### src/rtl/reader_ring_buf.sv
// DEPTH-entry circular buffer with push/pop, head-of-buffer data and occupancy.
// Pointers wrap explicitly at DEPTH-1 so non-power-of-2 depths work.
module reader_ring_buf #(
  parameter int  DATA_WIDTH = 32,
  parameter int  DEPTH      = 3,
  localparam int PTR_W      = (DEPTH > 1) ? $clog2(DEPTH) : 1,
  localparam int CNT_W      = $clog2(DEPTH + 1)
) (
  input  logic                  aclk,
  input  logic                  areset,
  input  logic                  push,
  input  logic [DATA_WIDTH-1:0] push_data,
  input  logic                  pop,
  output logic [DATA_WIDTH-1:0] head,
  output logic [CNT_W-1:0]      count
);

  logic [DATA_WIDTH-1:0] mem [DEPTH];
  logic [PTR_W-1:0]      wr_ptr;
  logic [PTR_W-1:0]      rd_ptr;

  function automatic logic [PTR_W-1:0] next_ptr(input logic [PTR_W-1:0] ptr);
    return (ptr == PTR_W'(DEPTH - 1)) ? '0 : ptr + PTR_W'(1);
  endfunction

  // NOTE: storage is deliberately not reset; occupancy gates every read of it.
  always_ff @(posedge aclk) begin
    if (push) mem[wr_ptr] <= push_data;
  end

  // NOTE: non-blocking assignments so every register updates from pre-edge values.
  always_ff @(posedge aclk or posedge areset) begin
    if (areset) begin
      wr_ptr <= '0;
      rd_ptr <= '0;
      count  <= '0;
    end else begin
      if (push) wr_ptr <= next_ptr(wr_ptr);
      if (pop)  rd_ptr <= next_ptr(rd_ptr);
      case ({push, pop})
        2'b10:   count <= count + CNT_W'(1);
        2'b01:   count <= count - CNT_W'(1);
        default: count <= count;
      endcase
    end
  end

  assign head = mem[rd_ptr];

endmodule

### src/rtl/fifo_std_axis_reader.sv
// Standard-mode (non-FWFT) native FIFO read port to AXIS manager, read latency 1 or 2.
// Credit-based read issue into a small ring buffer; m_axis_tready never reaches fifo_rd_en.
module fifo_std_axis_reader #(
  parameter int    DATA_WIDTH   = 32,
  parameter int    READ_LATENCY = 1,
  parameter string ALWAYS_VALID = "FALSE",
  // Occupancy spans 0..READ_LATENCY+2: 2 bits at latency 1, 3 bits at latency 2.
  localparam int   CNT_W        = $clog2(READ_LATENCY + 3)
) (
  input  logic                  aclk,
  input  logic                  areset,
  input  logic                  enable,
  input  logic                  fifo_empty,
  output logic                  fifo_rd_en,
  input  logic [DATA_WIDTH-1:0] fifo_dout,
  output logic [DATA_WIDTH-1:0] m_axis_tdata,
  output logic                  m_axis_tvalid,
  input  logic                  m_axis_tready,
  output logic [CNT_W-1:0]      buf_count,
  output logic                  underflow
);

  localparam int DEPTH = READ_LATENCY + 2;
  localparam int OCC_W = 3;
  localparam bit AV    = (ALWAYS_VALID == "TRUE");

  if (READ_LATENCY < 1 || READ_LATENCY > 2) begin : g_bad_latency
    $error("fifo_std_axis_reader: READ_LATENCY must be 1 or 2");
  end

  logic [READ_LATENCY-1:0] land_pipe;
  logic [OCC_W-1:0]        inflight;
  logic [OCC_W-1:0]        occupancy;
  logic [DATA_WIDTH-1:0]   head;
  logic                    land;
  logic                    pop;
  logic                    buf_empty;

  reader_ring_buf #(
    .DATA_WIDTH(DATA_WIDTH),
    .DEPTH     (DEPTH)
  ) u_ring (
    .aclk     (aclk),
    .areset   (areset),
    .push     (land),
    .push_data(fifo_dout),
    .pop      (pop),
    .head     (head),
    .count    (buf_count)
  );

  // Credit uses registered state only, so a same-cycle pop never frees a slot.
  always_comb begin
    // NOTE: defaults first so no branch leaves an output unassigned (no latch).
    occupancy  = OCC_W'(buf_count) + inflight;
    fifo_rd_en = 1'b0;
    if (!areset && enable && !fifo_empty && (occupancy < OCC_W'(DEPTH))) begin
      fifo_rd_en = 1'b1;
    end
  end

  assign land      = land_pipe[READ_LATENCY-1];
  assign buf_empty = (buf_count == '0);
  assign pop       = m_axis_tready && !buf_empty;

  assign m_axis_tvalid = AV ? 1'b1 : !buf_empty;
  assign m_axis_tdata  = buf_empty ? '0 : head;

  always_ff @(posedge aclk or posedge areset) begin
    if (areset) begin
      land_pipe <= '0;
      inflight  <= '0;
      underflow <= 1'b0;
    end else begin
      land_pipe <= (land_pipe << 1) | READ_LATENCY'(fifo_rd_en);
      case ({fifo_rd_en, land})
        2'b10:   inflight <= inflight + OCC_W'(1);
        2'b01:   inflight <= inflight - OCC_W'(1);
        default: inflight <= inflight;
      endcase
      underflow <= AV && m_axis_tready && buf_empty;
    end
  end

endmodule

### config.mk
export PLATFORM = sky130hd
export DESIGN_NAME = fifo_std_axis_reader
export DESIGN_NICKNAME = d
export VERILOG_FILES = /design/src/rtl/reader_ring_buf.sv /design/src/rtl/fifo_std_axis_reader.sv
export SDC_FILE = /design/constraint.sdc
export NUM_CORES = 1
export LEC_CHECK = 0
export ABC_AREA = 1
export CAP_MARGIN = 20
export CORE_ASPECT_RATIO = 0.8
export CORE_MARGIN = 2
export CORE_UTILIZATION = 45
export CTS_BUF_LIST = sky130_fd_sc_hd__clkbuf_2 sky130_fd_sc_hd__clkbuf_4 sky130_fd_sc_hd__clkbuf_8
export CTS_CLUSTER_SIZE = 20
export DETAILED_ROUTE_END_ITERATION = 8
export DONT_BUFFER_PORTS = 1
export PLACE_DENSITY_LB_ADDON = 0.3
export SYNTH_ARGS = -nofsm -noshare
export SYNTH_HDL_FRONTEND = slang
export SYNTH_SLANG_ARGS = --single-unit
### constraint.sdc
create_clock -name aclk -period 8 [get_ports aclk]
set_clock_uncertainty 0.1 [all_clocks]
set_input_delay 1.6 -clock aclk [delete_from_list [all_inputs] [get_ports aclk]]
set_output_delay 1.6 -clock aclk [all_outputs]
set_load 0.01 [all_outputs]
==> reports/qor.yml, run 1 <==
run_status:
  outcome: "finished, final reports clean"
routing:
  wirelength_um: 8310
  avgViaCountPerCell: 4.93
  postRouteAntennaNets: 0
  route.detailed.drc: 0
  num_vias: 2569
  drtIter0Drc: 168
  wire_per_inst_um: 15.9
  drtPass1Iterations: 5
yosys:
  ys.warnings.count: 0
  synthAdderAreaFrac_pct: 1.73
  yosys.area_share.simple_pct: 20.1
  synth_flop_cell: "edfxtp_1"
  synth_xor_xnor_area_share_pct: 0.391
  yosysTopAreaCell: "edfxtp_1"
  syn_area_mm2: 0.00448
  muxShareOfSynthArea_pct: 0
  synth_compound_area_share_pct: 0.447
  synth.most_common_cell: "nand2_1"
  ys_types: 22
  async_flop_share_pct: 9.43
  syn_nets: 423
  synth-edff-count: 96
  synth_common_cells: "nand2_1, edfxtp_1, nand3_1"
  ys_seq_elements: 106
  synth.area.top_cells: "edfxtp_1, nand2_1, nand3_1"
  synth_top_family_by_area: "simple AND/OR/NAND/NOR gates"
  synth.avg_cell_area_um2: 11.8
  synthCells: 381
  yosysTopAreaCellShare_pct: 64.3
  yosysSeqAreaShare_pct: 69.9
sta:
  post-route-min-period_ns: 4.08
  slew_violations: 0
  rsz0062_at_grt: "no"
  fin_crit_sh_pct: 51.0
  timing.fmax_ghz: 0.245
  setup-tns-final_ns: 0
  hold_violations: 0
  max_slew_margin_pct: 47.6
  finalSetupViolCount: 0
  tightest_slew_ns: 0.783
grt:
  grt.busiest_layer: "met2"
  grt_max_degree: 36
  first_global_vias: 2597
  antenna_found_initial: 0
  grt_overflow: 0
  grt_pass1_wl_um: 13100
  grt_use_met2_pct: 27.7
  grt.met3_usage_pct: 7.19
  grt_util_met1_pct: 19.6
  track_usage_pct: 16.5
run:
  maxCapViolations: 0
hold_path:
  min_from: "inflight[1]"
  hold_depth: 2
  hold_path.class: "flip-flop to flip-flop"
  worstHoldEndpoint: "inflight[1]"
placed_design:
  hpwl_um: 4960
  gp_congestion: 0.689
  numPlacedInstances: 505
  port_buffers: 0
clocking:
  post_cts_buffers: 0
  insertion_delay_ns: 0.36
  cts_buffer_depth: 2
  cts_hold_buf: 0
  clkSinkCount: 106
  post_cts_resize_count: 0
  cts_buffers: 9
  tritoncts: "built"
  htreeDepth: 3
  cts_root_buf: "clkbuf_8"
  clk_pin_slew_worst_paths_ns: 0.08
worst_setup_path:
  worstPathArrival_ns: 2.38
  r2r_end: "inflight[1]"
  crit_slowest_cell: "inv_1"
  worstPathMaxFanout: 11
  crit_chain: "inv_1, nand2_1, nor2_1, nand2_1, nor2_1"
  worst_ep_required_time_ns: 6.30
  crit_buf_inv: 1
  crit_family: "simple AND/OR/NAND/NOR gates"
  reg2reg_slack_ns: 5.31
  end_kind: "output pin"
  timing.rr.start: "u_ring.count[0]"
  slowest_delay_ns: 0.30
  ff2ff_path_depth: 12
  cp-start-kind: "primary input"
  path_class: "primary input to output pin"
power:
  switchingPower_mw: 0.605
  swShare_pct: 39.5
  p_leak_nw: 1.96
  p_comb_share_pct: 36.4
  seqPwrFrac_pct: 45.1
  peakVddDrop_v: 0.000185
  clockPowerShare_pct: 18.5
  power.internal_mw: 0.927
  power.density_mw_per_mm2: 323
finish:
  drive_above_1_share_pct: 11.4
  finalNetCount: 422
  nFillCells: 883
  syn_to_final_growth_pct: 5.78
  fin_cells: 521
  antenna_cells: 0
die:
  start_util_pct: 46.5
  die_area_mm2: 0.0108
  core_area_mm2: 0.00965
  row_count: 32
  dieHeight_um: 93.3
  io_pins: 74
  die_w_um: 116
[power groups by stage]
stage | combinational, mW | sequential (mW) | clock, mW
after detailed placement | 0.572 | 0.703 | 0
after CTS | 0.573 | 0.691 | 0.297
after global placement | 0.563 | 0.701 | 0
after global routing | 0.647 | 0.697 | 0.314
after floorplan | 0.484 | 0.697 | 0
final | 0.558 | 0.690 | 0.284
[worst register-to-register path, delay by kind of cell (launching register included)]
family,cells,cell delay (ns)
adder cells (fa/ha/maj),4,1.28
flip-flops,1,0.50
AND/OR/NAND/NOR,3,0.35
buffers and inverters,4,0.25
AO/OA/AOI/OAI,1,0.14
[stage by stage]
stage                     hold slack, ns  worst slack, ns  area, um^2  utilization (%)  power (mW)
after global placement             0.371             3.90        4570             47.4        1.26
after detailed placement           0.384             3.88        4570             47.4        1.28
after CTS                          0.405             3.88        4740             49.1        1.56
final                              0.404             3.92        4740             49.1        1.53
after floorplan                    0.353             4.03        4480                -        1.18
after global routing               0.449             3.75        4740             49.1        1.66
[placed cells by master, fill, tap and decap left out]
master,n
buf_4,6
clkbuf_4,2
clkbuf_8,9
clkinv_1,1
clkinv_2,1
clkinvlp_4,3
conb_1,1
dfrtp_1,10
edfxtp_1,96
fa_1,2
ha_1,3
inv_1,52
inv_2,1
nand2_1,107
nand2_2,10
nand3_1,59
nand3_2,9
nand4_1,2
nor2_1,2
nor2_8,1
nor3_2,1
o21ai_0,3
o21ai_1,1
or2_2,1
xnor2_1,2
[sequential cells by signal (all words and copies together), names as in the netlist]
signal / count
u_ring.wr_ptr: 2
land: 1
inflight: 3
u_ring.rd_ptr: 2
u_ring.count: 2
u_ring.mem: 96
[logic make-up (layout without fill, tap and decap cells)]
kind of cell | Yosys count | in the layout
flops | 106 | 106
other cells | 1 | 1
xor+xnor | 2 | 2
fa+ha+maj | 5 | 5
compound gates | 4 | 4
buf+inv | 71 | 75
simple gates | 192 | 192
[per-layer routing]
layer	part of all wire, %	up-vias	wire (um)
met5	0	-	0
met4	0.93	0	77
met3	7.8	13	648
met2	48	81	4030
met1	43	1223	3550
li1	-	1252	-
[how the worst max path moves through the flow]
stage                      start    endpoint  slack, ns  depth (start not counted)
after floorplan           areset  fifo_rd_en       4.03                          5
after global placement    areset  fifo_rd_en       3.90                          5
after detailed placement  areset  fifo_rd_en       3.88                          5
after CTS                 areset  fifo_rd_en       3.88                          5
after global routing      areset  fifo_rd_en       3.75                          5
final                     areset  fifo_rd_en       3.92                          5
[cell type report]
class | instances | area (um^2) | share of cell area, %
clock buffer | 11 | 139 | 2.93
clock inverter | 5 | 31.3 | 0.660
inverter | 53 | 199 | 4.20
multi-input combinational | 204 | 1020 | 21.6
sequential | 106 | 3130 | 66.1
tap | 136 | 170 | 3.59
timing repair buffer | 6 | 45.0 | 0.950
Power figures use the tool's default switching activity.
==> run 2: changes to the inputs <==
==> constraint.sdc (replaced) <==
create_clock -name aclk -period 4.1 [get_ports aclk]
set_clock_uncertainty 0.1 [all_clocks]
set_input_delay 0.82 -clock aclk [delete_from_list [all_inputs] [get_ports aclk]]
set_output_delay 0.82 -clock aclk [all_outputs]
set_load 0.01 [all_outputs]
==> reports/qor.yml, run 2 (same netlist as run 1, synthesis figures left out) <==
run_status:
  outcome: "finished, final reports clean"
finish:
  largest_register: "u_ring.mem"
  reg_top3: "u_ring.mem x96, inflight x3"
  finalNetCount: 422  # unchanged
  largest_reg_flops: 96  # unchanged
  fin_area_mm2: 0.00480  # +1.2%
  nFillCells: 865  # -2.0%
  final_cell_mix: "nand2_1, edfxtp_1, nand3_1, inv_1"
  syn_to_final_growth_pct: 7.09
  drive_above_1_share_pct: 11.2  # -0.26 points
  final_common_cell: "nand2_1"
  antenna_cells: 0  # unchanged
worst_setup_path:
  reg2reg_slack_ns: 1.38  # -3.93 ns
  crit_chain: "inv_2, nand3_1, nand3_2, nand2_1, inv_1"
  timing.rr.start: "u_ring.count[0]"
  crit_slowest_cell: "dfrtp_1"
  worst_ep_required_time_ns: 3.18  # -3.12 ns
  slowest_delay_ns: 0.64  # +0.34 ns
  worstPathArrival_ns: 2.12  # -0.26 ns
  ff2ff_path_depth: 12  # unchanged
  r2r_end: "inflight[1]"
  worstPathMaxFanout: 33  # +22
  path_class: "flip-flop to output pin"
  end_kind: "output pin"
  cp-start-kind: "flip-flop"
clocking:
  clkSinkCount: 106  # unchanged
  htreeDepth: 3  # unchanged
  cts_buffers: 9  # unchanged
  post_cts_resize_count: 0  # unchanged
  cts_hold_buf: 0  # unchanged
  clk_pin_slew_worst_paths_ns: 0.09  # about the same
  cts_root_buf: "clkbuf_8"
  insertion_delay_ns: 0.35  # about the same
  cts_buffer_depth: 2  # unchanged
  post_cts_buffers: 0  # unchanged
  tritoncts: "built"
power:
  power.density_mw_per_mm2: 646  # +100%
  peakVddDrop_v: 0.000304  # +64%
  p_leak_nw: 1.99  # +1.6%
  p_total_mw: 3.10  # +100%
placed_design:
  port_buffers: 0  # unchanged
  gp_congestion: 0.692  # +0.46%
  hpwl_um: 4990  # +0.61%
  pre_cts_slack_ns: 1.28  # -2.60 ns
  placed_cell_area_mm2: 0.00458  # +0.11%
routing:
  postRouteAntennaNets: 0  # unchanged
  num_vias: 2527  # -1.6%
  avgViaCountPerCell: 4.85  # -1.6%
  drtIter0Drc: 132  # -21%
  wirelength_um: 8220  # -1.1%
  drtPass1Iterations: 4  # -1
  wire_per_inst_um: 15.8  # -1.1%
  route.detailed.drc: 0  # unchanged
die:
  die_w_um: 116  # unchanged
  core_area_mm2: 0.00965  # unchanged
  dieHeight_um: 93.3  # unchanged
  start_util_pct: 46.5  # unchanged
  row_count: 32  # unchanged
  die_area_mm2: 0.0108  # unchanged
  io_pins: 74  # unchanged
sta:
  rsz0062_at_grt: "no"
  post-route-min-period_ns: 3.04
  setup-tns-final_ns: 0  # unchanged
  finalSetupViolCount: 0  # unchanged
  tightest_slew_ns: 0.934  # +0.152 ns
  slew_violations: 0  # unchanged
  max_slew_margin_pct: 37.6  # -10 points
  timing.fmax_ghz: 0.328
  hold_violations: 0  # unchanged
  setup_ws_ns: 1.06  # -2.86 ns
  fin_crit_sh_pct: 74.3
grt:
  track_usage_pct: 16.5  # +0.047 points
  antenna_found_initial: 0  # unchanged
  first_global_vias: 2616  # +0.73%
  grt_overflow: 0  # unchanged
  grt_max_degree: 35  # -2.8%
  grt_pass1_wl_um: 13200  # +0.21%
hold_path:
  hold_path.class: "primary input to async pin"
run:
  maxCapViolations: 0  # unchanged
-- run 2: how the worst max path moves through the flow --
stage,start,endpoint,slack (ns),cells past startpoint
2_1_floorplan,land,u_ring.mem[2][0],0.85,2
3_3_place_gp,areset,inflight[1],1.37,10
3_5_place_dp,areset,inflight[1],1.28,10
4_1_cts,u_ring.rd_ptr[1],m_axis_tdata[29],1.00,5
5_1_grt,u_ring.rd_ptr[1],m_axis_tdata[2],0.86,5
6_report,u_ring.rd_ptr[1],m_axis_tdata[29],1.06,5
-- run 2: layer usage --
metal	track usage [%]	share of wire (%)	vias up
li1	-	-	1253
met2	27.7	48	68
met4	3.41	0.51	0
met1	19.4	44	1202
met3	8.04	7.3	4
met5	0	0	-
-- run 2: worst max-delay path, delay by kind of cell, from the launching register on --
kind          cells  cell delay, ns
flops             1            0.64
simple gates      3            0.36
buf+inv           2            0.76
-- run 2: layout make-up --
type	count	area (um^2)	share of cell area [%]
sequential	106	3130	65.3
multi-input combinational	204	1020	21.3
clock inverter	6	81.3	1.69
tap	136	170	3.54
timing repair buffer	6	61.3	1.28
inverter	53	199	4.14
clock buffer	10	131	2.74
-- run 2: through the flow --
stage / utilization, % / std cells / hold WS, ns
floorplan: - / 381 / 0.353
global placement: 47.4 / 504 / 0.369
detailed placement: 47.4 / 504 / 0.401
CTS: 49.6 / 520 / 0.228
global route: 49.8 / 521 / 0.247
finish: 49.8 / 521 / 0.241
-- run 2: power breakdown --
group | total (mW) | leakage (nW) | switching (mW) | internal, mW
combinational | 1.04 | 0.895 | 0.752 | 0.288
clock | 0.669 | 0.109 | 0.322 | 0.347
sequential | 1.39 | 0.991 | 0.102 | 1.29
==> run 3: changes to the inputs <==
==> constraint.sdc (replaced) <==
create_clock -name aclk -period 2.85 [get_ports aclk]
set_clock_uncertainty 0.1 [all_clocks]
set_input_delay 0.57 -clock aclk [delete_from_list [all_inputs] [get_ports aclk]]
set_output_delay 0.57 -clock aclk [all_outputs]
set_load 0.01 [all_outputs]
==> reports/qor.yml, run 3 (same netlist as run 1, synthesis figures left out) <==
run_status:
  outcome: "finished, final reports clean"
run:
  maxCapViolations: 0  # unchanged
worst_setup_path:
  worstPathMaxFanout: 3  # -91%
  slowest_delay_ns: 0.55  # -0.09 ns
  path_class: "flip-flop to flip-flop"
  r2r_end: "inflight[1]"
  ff2ff_path_depth: 11  # -1
  crit_buf_inv: 4  # +2
  reg2reg_slack_ns: 0.23  # -1.15 ns
  end_kind: "flip-flop"
  cp-start-kind: "flip-flop"
  cp_num_cells: 11  # +6
  crit_slowest_cell: "fa_1"
  crit_chain: "inv_1, fa_1, inv_1, nand2_1, nand2_1, nor2_2, inv_1, ha_1, inv_1, fa_1, o21ai_0"
  worstPathArrival_ns: 2.80  # +0.68 ns
  startpoint: "u_ring.count[1]"
  timing.rr.start: "u_ring.count[1]"
  critPathMostFrequentCell: "inv_1"
  worst_ep_required_time_ns: 3.03  # -0.15 ns
  crit_family: "adder cells"
  crit_end: "inflight[1]"
die:
  start_util_pct: 46.5  # unchanged
  die_area_mm2: 0.0108  # unchanged
  io_pins: 74  # unchanged
  dieHeight_um: 93.3  # unchanged
  core_area_mm2: 0.00965  # unchanged
  row_count: 32  # unchanged
  die_w_um: 116  # unchanged
power:
  seqPwrFrac_pct: 44.0  # -0.9 points
  clockPowerShare_pct: 19.5  # -2.1 points
  switchingPower_mw: 1.74  # +48%
  p_leak_nw: 2.01  # +0.92%
  power.density_mw_per_mm2: 924  # +43%
  power.internal_mw: 2.72  # +41%
  peakVddDrop_v: 0.000497  # +63%
  p_comb_share_pct: 36.5  # +3.0 points
  swShare_pct: 39.0  # +1.1 points
placed_design:
  gp_congestion: 0.772  # +12%
  hpwl_um: 5290  # +6.2%
  port_buffers: 0  # unchanged
  placed_cell_area_mm2: 0.00464  # +1.4%
sta:
  post-route-min-period_ns: 2.62
  setup-tns-final_ns: 0  # unchanged
  rsz0062_at_grt: "no"
  finalSetupViolCount: 0  # unchanged
  timing.fmax_ghz: 0.382
  tightest_slew_ns: 0.592  # -0.342 ns
  slew_violations: 0  # unchanged
  max_slew_margin_pct: 60.5  # +23 points
  hold_violations: 0  # unchanged
  fin_crit_sh_pct: 92.0
finish:
  final_util_pct: 50.0  # +0.29 points
  finalNetCount: 427  # +1.2%
  syn_to_final_growth_pct: 7.70
  largest_reg_flops: 96  # unchanged
  largest_register: "u_ring.mem"
  fin_area_mm2: 0.00483  # +0.57%
  nFillCells: 897  # +3.7%
  final_cell_mix: "nand2_1, edfxtp_1, nand3_1, inv_1, nand2_2"
  drive_above_1_share_pct: 12.6  # +1.4 points
  reg_top3: "u_ring.mem x96, inflight x3"
  antenna_cells: 0  # unchanged
  multi_input_area_mm2: 0.00103  # +0.85%
  final_common_cell: "nand2_1"
  layout.area.seq_mm2: 0.00313  # about the same
routing:
  route.detailed.drc: 0  # unchanged
  wire_per_inst_um: 16.3  # +3.4%
  wirelength_um: 8580  # +4.3%
  postRouteAntennaNets: 0  # unchanged
  num_vias: 2605  # +3.1%
  avgViaCountPerCell: 4.95  # +2.1%
  drtPass1Iterations: 4  # unchanged
  drtIter0Drc: 145  # +9.8%
grt:
  track_usage_pct: 16.8  # +0.22 points
  grt_overflow: 0  # unchanged
  grt_max_degree: 35  # unchanged
  antenna_found_initial: 0  # unchanged
  grt_pass1_wl_um: 13300  # +0.78%
  first_global_vias: 2514  # -3.9%
clocking:
  insertion_delay_ns: 0.37  # +0.02 ns
  cts_root_buf: "clkbuf_8"
  cts_buffer_depth: 2  # unchanged
  clkSinkCount: 106  # unchanged
  cts_buffers: 9  # unchanged
  post_cts_buffers: 0  # unchanged
  htreeDepth: 3  # unchanged
  tritoncts: "built"
  clk_pin_slew_worst_paths_ns: 0.10  # about the same
hold_path:
  hold_path.class: "primary input to async pin"
-- run 3: worst min-delay path by stage --
| stage | startpoint | endpoint | slack (ns) | depth (start not counted) |
|---|---|---|---|---|
| after floorplan | areset | inflight[0] | 0.32 | 1 |
| after global placement | inflight[1] | inflight[1] | 0.37 | 2 |
| after detailed placement | areset | u_ring.count[1] | 0.41 | 2 |
| after CTS | areset | inflight[0] | 0.003 | 2 |
| after global routing | areset | u_ring.count[0] | 0.03 | 2 |
| final | areset | land | 0.005 | 2 |
-- run 3: power groups by stage --
| stage | registers (mW) | clock network, mW | logic, mW |
|---|---|---|---|
| after CTS | 1.96 | 0.891 | 1.67 |
| final | 1.96 | 0.872 | 1.63 |
| after global routing | 1.98 | 0.952 | 1.86 |
| after global placement | 1.99 | 0 | 1.62 |
| after detailed placement | 2.00 | 0 | 1.66 |
| after floorplan | 1.96 | 0 | 1.36 |
-- run 3: layout make-up --
class,count,area share (%)
clock buffer,9,2.57
inverter,53,4.12
timing repair buffer,11,2.23
tap,136,3.52
sequential,106,64.9
multi-input combinational,204,21.4
clock inverter,7,1.24
-- run 3: layer usage --
| layer | vias up | GRT usage (%) | routed length (um) |
|---|---|---|---|
| met4 | 0 | 4.62 | 120 |
| met1 | 1258 | 20.7 | 3750 |
| met5 | - | 0 | 0 |
| met2 | 75 | 27.4 | 4130 |
| li1 | 1260 | - | - |
| met3 | 12 | 6.68 | 582 |
-- run 3: timing repair --
item | 4_1_cts | 5_1_grt
resized for setup | 0 | 1
hold buffers | 0 | 0
endpoints found under the hold margin | 0 | 0
endpoints found under the setup margin | 0 | 1
-- run 3: through the flow --
stage / worst slack [ns] / hold slack [ns] / total power, mW / instances
2_1_floorplan: 0.341 / 0.318 / 3.32 / 381
3_3_place_gp: 0.265 / 0.370 / 3.62 / 510
3_5_place_dp: 0.137 / 0.410 / 3.66 / 510
4_1_cts: 0.118 / 0.00347 / 4.52 / 526
5_1_grt: 0.0594 / 0.0271 / 4.80 / 526
6_report: 0.229 / 0.00465 / 4.46 / 526
-- run 3: worst reg2reg max path, stage by stage, from the launching register on --
cell,delay (ns)
dfrtp_1,0.43
inv_1,0.12
fa_1,0.55
inv_1,0.04
nand2_1,0.05
nand2_1,0.06
nor2_2,0.22
inv_1,0.07
ha_1,0.21
inv_1,0.09
fa_1,0.42
o21ai_0,0.18
